==> src/rtl/hamming_enc_engine.sv <==
// SECDED Hamming encoder engine: reads NUM_MSGS 11-bit messages from byte-wide
// data memory and writes the 16-bit {data, p8, p4, p2, p1, p0} codewords back.
module hamming_enc_engine #(
    parameter int NUM_MSGS = 15,
    parameter int SRC_BASE = 0,
    parameter int DST_BASE = 30,
    parameter int ADDR_W   = 8
) (
    input  logic              clk,
    input  logic              reset,
    input  logic              req,
    output logic              done,
    output logic              busy,
    output logic [ADDR_W-1:0] mem_addr,
    input  logic [7:0]        mem_rd_data,
    output logic              mem_wr_en,
    output logic [7:0]        mem_wr_data
);

    localparam int IDX_W = (NUM_MSGS > 1) ? $clog2(NUM_MSGS) : 1;
    localparam logic [IDX_W-1:0] LAST_IDX = IDX_W'(NUM_MSGS - 1);

    typedef enum logic [2:0] {
        IDLE,
        RD_LO,
        RD_HI,
        WR_LO,
        WR_HI,
        DONE
    } state_t;

    state_t             r_state;
    state_t             w_next_state;
    logic [IDX_W-1:0]   r_idx;
    logic [IDX_W-1:0]   w_next_idx;
    logic [11:1]        r_msg;

    logic [ADDR_W-1:0]  w_offset;
    logic [ADDR_W-1:0]  w_src_lo;
    logic [ADDR_W-1:0]  w_dst_lo;
    logic               w_p8, w_p4, w_p2, w_p1, w_p0;
    logic [15:0]        w_cw;
    logic               w_unused_hi;

    // Message i occupies bytes BASE+2i and BASE+2i+1; sums wrap at ADDR_W bits.
    assign w_offset = ADDR_W'({r_idx, 1'b0});
    assign w_src_lo = ADDR_W'(SRC_BASE) + w_offset;
    assign w_dst_lo = ADDR_W'(DST_BASE) + w_offset;

    assign w_p8 = ^r_msg[11:5];
    assign w_p4 = (^r_msg[11:8]) ^ (^r_msg[4:2]);
    assign w_p2 = r_msg[11] ^ r_msg[10] ^ r_msg[7] ^ r_msg[6] ^ r_msg[4] ^ r_msg[3] ^ r_msg[1];
    assign w_p1 = r_msg[11] ^ r_msg[9] ^ r_msg[7] ^ r_msg[5] ^ r_msg[4] ^ r_msg[2] ^ r_msg[1];
    assign w_p0 = (^r_msg) ^ w_p8 ^ w_p4 ^ w_p2 ^ w_p1;
    assign w_cw = {r_msg[11:5], w_p8, r_msg[4:2], w_p4, r_msg[1], w_p2, w_p1, w_p0};

    // Upper bits of the message high byte carry no data.
    assign w_unused_hi = ^mem_rd_data[7:3];

    assign done = (r_state == DONE);
    assign busy = (r_state != IDLE) && (r_state != DONE);

    always_ff @(posedge clk) begin
        // NOTE: non-blocking assignments keep every register sampling pre-edge values.
        if (reset) begin
            r_state <= IDLE;
            r_idx   <= '0;
            r_msg   <= '0;
        end else begin
            r_state <= w_next_state;
            r_idx   <= w_next_idx;
            if (r_state == RD_LO) r_msg[8:1]  <= mem_rd_data;
            if (r_state == RD_HI) r_msg[11:9] <= mem_rd_data[2:0];
        end
    end

    always_comb begin
        // NOTE: defaults first so no path through the case leaves a signal unassigned (no latch).
        w_next_state = r_state;
        w_next_idx   = r_idx;
        mem_addr     = '0;
        mem_wr_en    = 1'b0;
        mem_wr_data  = '0;
        case (r_state)
            IDLE, DONE: begin
                if (req) begin
                    w_next_idx   = '0;
                    w_next_state = RD_LO;
                end
            end
            RD_LO: begin
                mem_addr     = w_src_lo;
                w_next_state = RD_HI;
            end
            RD_HI: begin
                mem_addr     = w_src_lo + ADDR_W'(1);
                w_next_state = WR_LO;
            end
            WR_LO: begin
                mem_addr     = w_dst_lo;
                mem_wr_en    = 1'b1;
                mem_wr_data  = w_cw[7:0];
                w_next_state = WR_HI;
            end
            WR_HI: begin
                mem_addr    = w_dst_lo + ADDR_W'(1);
                mem_wr_en   = 1'b1;
                mem_wr_data = w_cw[15:8];
                if (r_idx == LAST_IDX) begin
                    w_next_state = DONE;
                end else begin
                    w_next_idx   = r_idx + IDX_W'(1);
                    w_next_state = RD_LO;
                end
            end
            default: w_next_state = IDLE;
        endcase
    end

endmodule

==> config.mk <==
export PLATFORM = sky130hd
export DESIGN_NAME = hamming_enc_engine
export DESIGN_NICKNAME = d
export VERILOG_FILES = /design/src/rtl/hamming_enc_engine.sv
export SDC_FILE = /design/constraint.sdc
export NUM_CORES = 1
export LEC_CHECK = 0
export BUFFER_PORTS_ARGS = -buffer_cell sky130_fd_sc_hd__buf_2
export CAP_MARGIN = 20
export CORE_MARGIN = 2
export CORE_UTILIZATION = 53
export CTS_CLUSTER_DIAMETER = 200
export CTS_CLUSTER_SIZE = 40
export DETAILED_ROUTE_END_ITERATION = 6
export GPL_ROUTABILITY_DRIVEN = 1
export PLACE_DENSITY = 0.81
export SKIP_CTS_REPAIR_TIMING = 1
export SLEW_MARGIN = 15
export SYNTH_ARGS = -nofsm -noshare
export SYNTH_HDL_FRONTEND = slang
export SYNTH_SLANG_ARGS = --single-unit
==> constraint.sdc <==
create_clock -name clk -period 2.1 [get_ports clk]
set_input_delay 0.105 -clock clk [delete_from_list [all_inputs] [get_ports clk]]
set_output_delay 0.105 -clock clk [all_outputs]
set_load 0.005 [all_outputs]
==> summary.txt <==
Outcome
  • Status: finished clean

Yosys
  • FF+latch count, synth: 18
  • Syn avg cell area: between 8 and 9 µm²
  • Cell accounting for the most synthesized area: dfxtp_1
  • Top cell type's share of synthesized area: 0.271
  • Yosys cell types: 42
  • Yosys warns: 0
  • Post-synth top cells: 21 x nor2_1, 18 x dfxtp_1, 12 x a21oi_1, 12 x mux2i_1, 9 x xnor2_1
  • Leading cell types by total area after synthesis: dfxtp_1 27%, mux2i_1 9.0%, xnor3_1 6.8%, nor2_1 5.9%, xnor2_1 5.9%
  • Top-count cell post-synth: nor2_1
  • Main synth FF type: dfxtp_1
  • Post-synth ARST share: 0
  • Mapped Cells: roughly 150
  • Sequential fraction of the synthesis area: 0.271
  • Cell Area, Synth: around 0.0013 mm²
  • EDFF count, synth: 0

Placement
  • Dpl ws: about 0.34 ns
  • Port bufs: 27
  • Placer Congestion: around 0.83
  • Detailed Place HPWL: roughly 2400 µm

Layout
  • Fillers: around 210
  • Layout cell share with drive strength beyond 1: 0.258
  • Area Overhead vs Synth: 16.9%
  • Storage element area: roughly 360 µm²
  • # diodes: 0
  • Final nets: between 150 and 200
  • Multi-input gate area: approximately 920 µm²

GRT
  • First-pass GRT wire length: roughly 4800 µm
  • Global-route usage over all layers: 0.224
  • Gr ovfl total: 0
  • Antenna violations before repair: 0
  • Vias in the first global route: between 1000 and 1500
  • Largest net degree at the start of global routing: 16

Critical path
  • Top Family by Delay on Critical Path: simple AND/OR/NAND/NOR gates
  • CP cell instances: buf_4 > or3b_1 > o21a_1 > a21oi_1 > buf_2
  • CP endpoint kind: primary output
  • Startpoint Class: register
  • Critical Path AT: about 1.9 ns
  • Max FO, Critical Path: 13
  • Crit Path Class: register to primary output
  • Worst path slowest cell: or3b_1
  • Crit path largest cell delay: 0.50 ns
  • Worst Path Required: about 2 ns
  • CP bufs+invs: 2

STA
  • Min Tclk post-route: slightly below 2 ns
  • RSZ-0062 raised after global routing: false
  • Final hold vios: 0
  • Endpoints failing setup: 0
  • Period utilization: 0.947
  • Setup TNS: 0 ns
  • Clk_skew: about 0.0022 ns
  • Final slew viol count: 0
  • Setup ws final: 0.111 ns
  • Fmax: roughly 0.5 GHz

CTS
  • Clock sink count: 18
  • H-tree depth: 1
  • Inserted Clock Buffers: 3
  • CTS clock-pin slew for the worst setup and hold paths: 0.10 ns
  • Root buffer cell: clkbuf_4
  • CTS max path bufs: 2
  • Clock Latency Late Sink: 0.31 ns
  • CTS tree: yes

Detailed routing
  • Drt first-iter violations: 40
  • Drc violations: 0
  • Antenna Violating Nets Remaining: 0
  • Drt via density: 5.99
  • Wire per inst: between 10 and 15 µm
  • Vias: ~1300
  • DR pass1 iterations: 4
  • Drt total wl: around 3100 µm

Floorplanning
  • Die Span Y: between 50 and 60 µm
  • Num ports: 30
  • Row count: 18
  • CORE AREA: between 0.002 and 0.0025 mm²
  • Initial Util: 0.547
  • Die Span X: about 54 µm
  • Die Footprint: between 0.002 and 0.003 mm²

Job
  • Max-cap violation count: 0

Pwr
  • Lkg Pwr: about 0.73 nW
  • Power Density: about 630 mW/mm²
  • Worst vdd ir: approximately 380 µV

Min path
  • Min-delay worst type: input port to register
## final cells by class
type	instances	share of cell area
tap	30	0.0241
sequential	18	0.232
clock buffer	4	0.0233
inverter	4	0.00965
timing repair buffer	34	0.121
multi-input combinational	122	0.590
## logic make-up (layout without fill, tap and decap cells)
group                    count (synthesis)  count (layout)  share of synthesized area
XOR/XNOR                                18              18                      0.171
flip-flops                              18              18                      0.271
AND/OR/NAND/NOR                         49              49                      0.199
other                                    1               2                    0.00282
adder cells (fa/ha/maj)                  3               3                     0.0282
AO/OA/AOI/OAI                           38              38                      0.190
multiplexers                            12              12                     0.0902
buffers and inverters                   13              42                     0.0479
## power by group
part	switching (mW)	total, mW	internal [mW]
Clock	0.117	0.223	0.106
Combinational	0.165	0.345	0.180
Sequential	0.0436	0.410	0.367
Total	0.326	0.979	0.652
## state kept, by name, summed over array words and instances, names as in the netlist
| register | count |
|---|---|
| r_msg | 11 |
| r_idx | 4 |
| r_state | 3 |
## cell usage in the layout, fill, tap and decap left out, types with 2 or more instances in the layout
| master | count |
|---|---|
| inv_1 | 3 |
| dfxtp_1 | 17 |
| buf_4 | 7 |
| xnor2_1 | 8 |
| nor2_1 | 21 |
| a22o_1 | 7 |
| a21oi_1 | 12 |
| conb_1 | 2 |
| nand3_1 | 5 |
| clkbuf_4 | 3 |
| xnor3_1 | 4 |
| nand2b_1 | 4 |
| o21ai_0 | 6 |
| a31o_2 | 2 |
| buf_2 | 27 |
| mux2i_1 | 12 |
| nand2_1 | 3 |
| xnor2_2 | 3 |
| ha_1 | 3 |
| xor2_1 | 3 |
| nor3b_1 | 2 |
| nor3_1 | 3 |
| o22ai_1 | 3 |
| and2_1 | 2 |
## worst paths after layout
kind / cells past startpoint / slack [ns] / startpoint / endpoint
hold / removal: 3 / 0.03 / mem_rd_data[4] / r_msg[5]$_SDFFE_PP0N_
hold reg to reg: 2 / 0.57 / r_msg[5]$_SDFFE_PP0N_ / r_msg[5]$_SDFFE_PP0N_
setup reg to reg: 6 / 0.29 / r_idx[0]$_SDFFE_PP0P_ / r_idx[3]$_SDFFE_PP0P_
setup / recovery: 5 / 0.11 / r_state[1]$_SDFFE_PP0P_ / mem_addr[4]
## worst reg2reg max path, stage by stage (launching register included)
cell	delay [ns]
dfxtp_1	0.47
inv_1	0.13
ha_1	0.25
nand4b_4	0.10
a32oi_1	0.17
or4_1	0.49
a21oi_1	0.15
## through the flow
step | utilization | hold WS, ns | std cells | power (mW) | area (µm²)
floorplan | - | 0.174 | 153 | 0.663 | 1340
global placement | 0.618 | 0.337 | 207 | 0.733 | 1500
detailed placement | 0.618 | 0.355 | 207 | 0.750 | 1500
CTS | 0.633 | 0.0307 | 211 | 0.972 | 1540
global route | 0.640 | 0.0432 | 212 | 1.03 | 1560
finish | 0.640 | 0.0313 | 212 | 0.979 | 1560
## metal layers
metal	vias to the layer above	wire length [µm]	global-route usage
li1	606	-	-
met1	600	1400	0.301
met2	59	1500	0.347
met3	5	188	0.0361
met4	0	49	0.104
met5	-	0	0
Power figures use the tool's default switching activity.
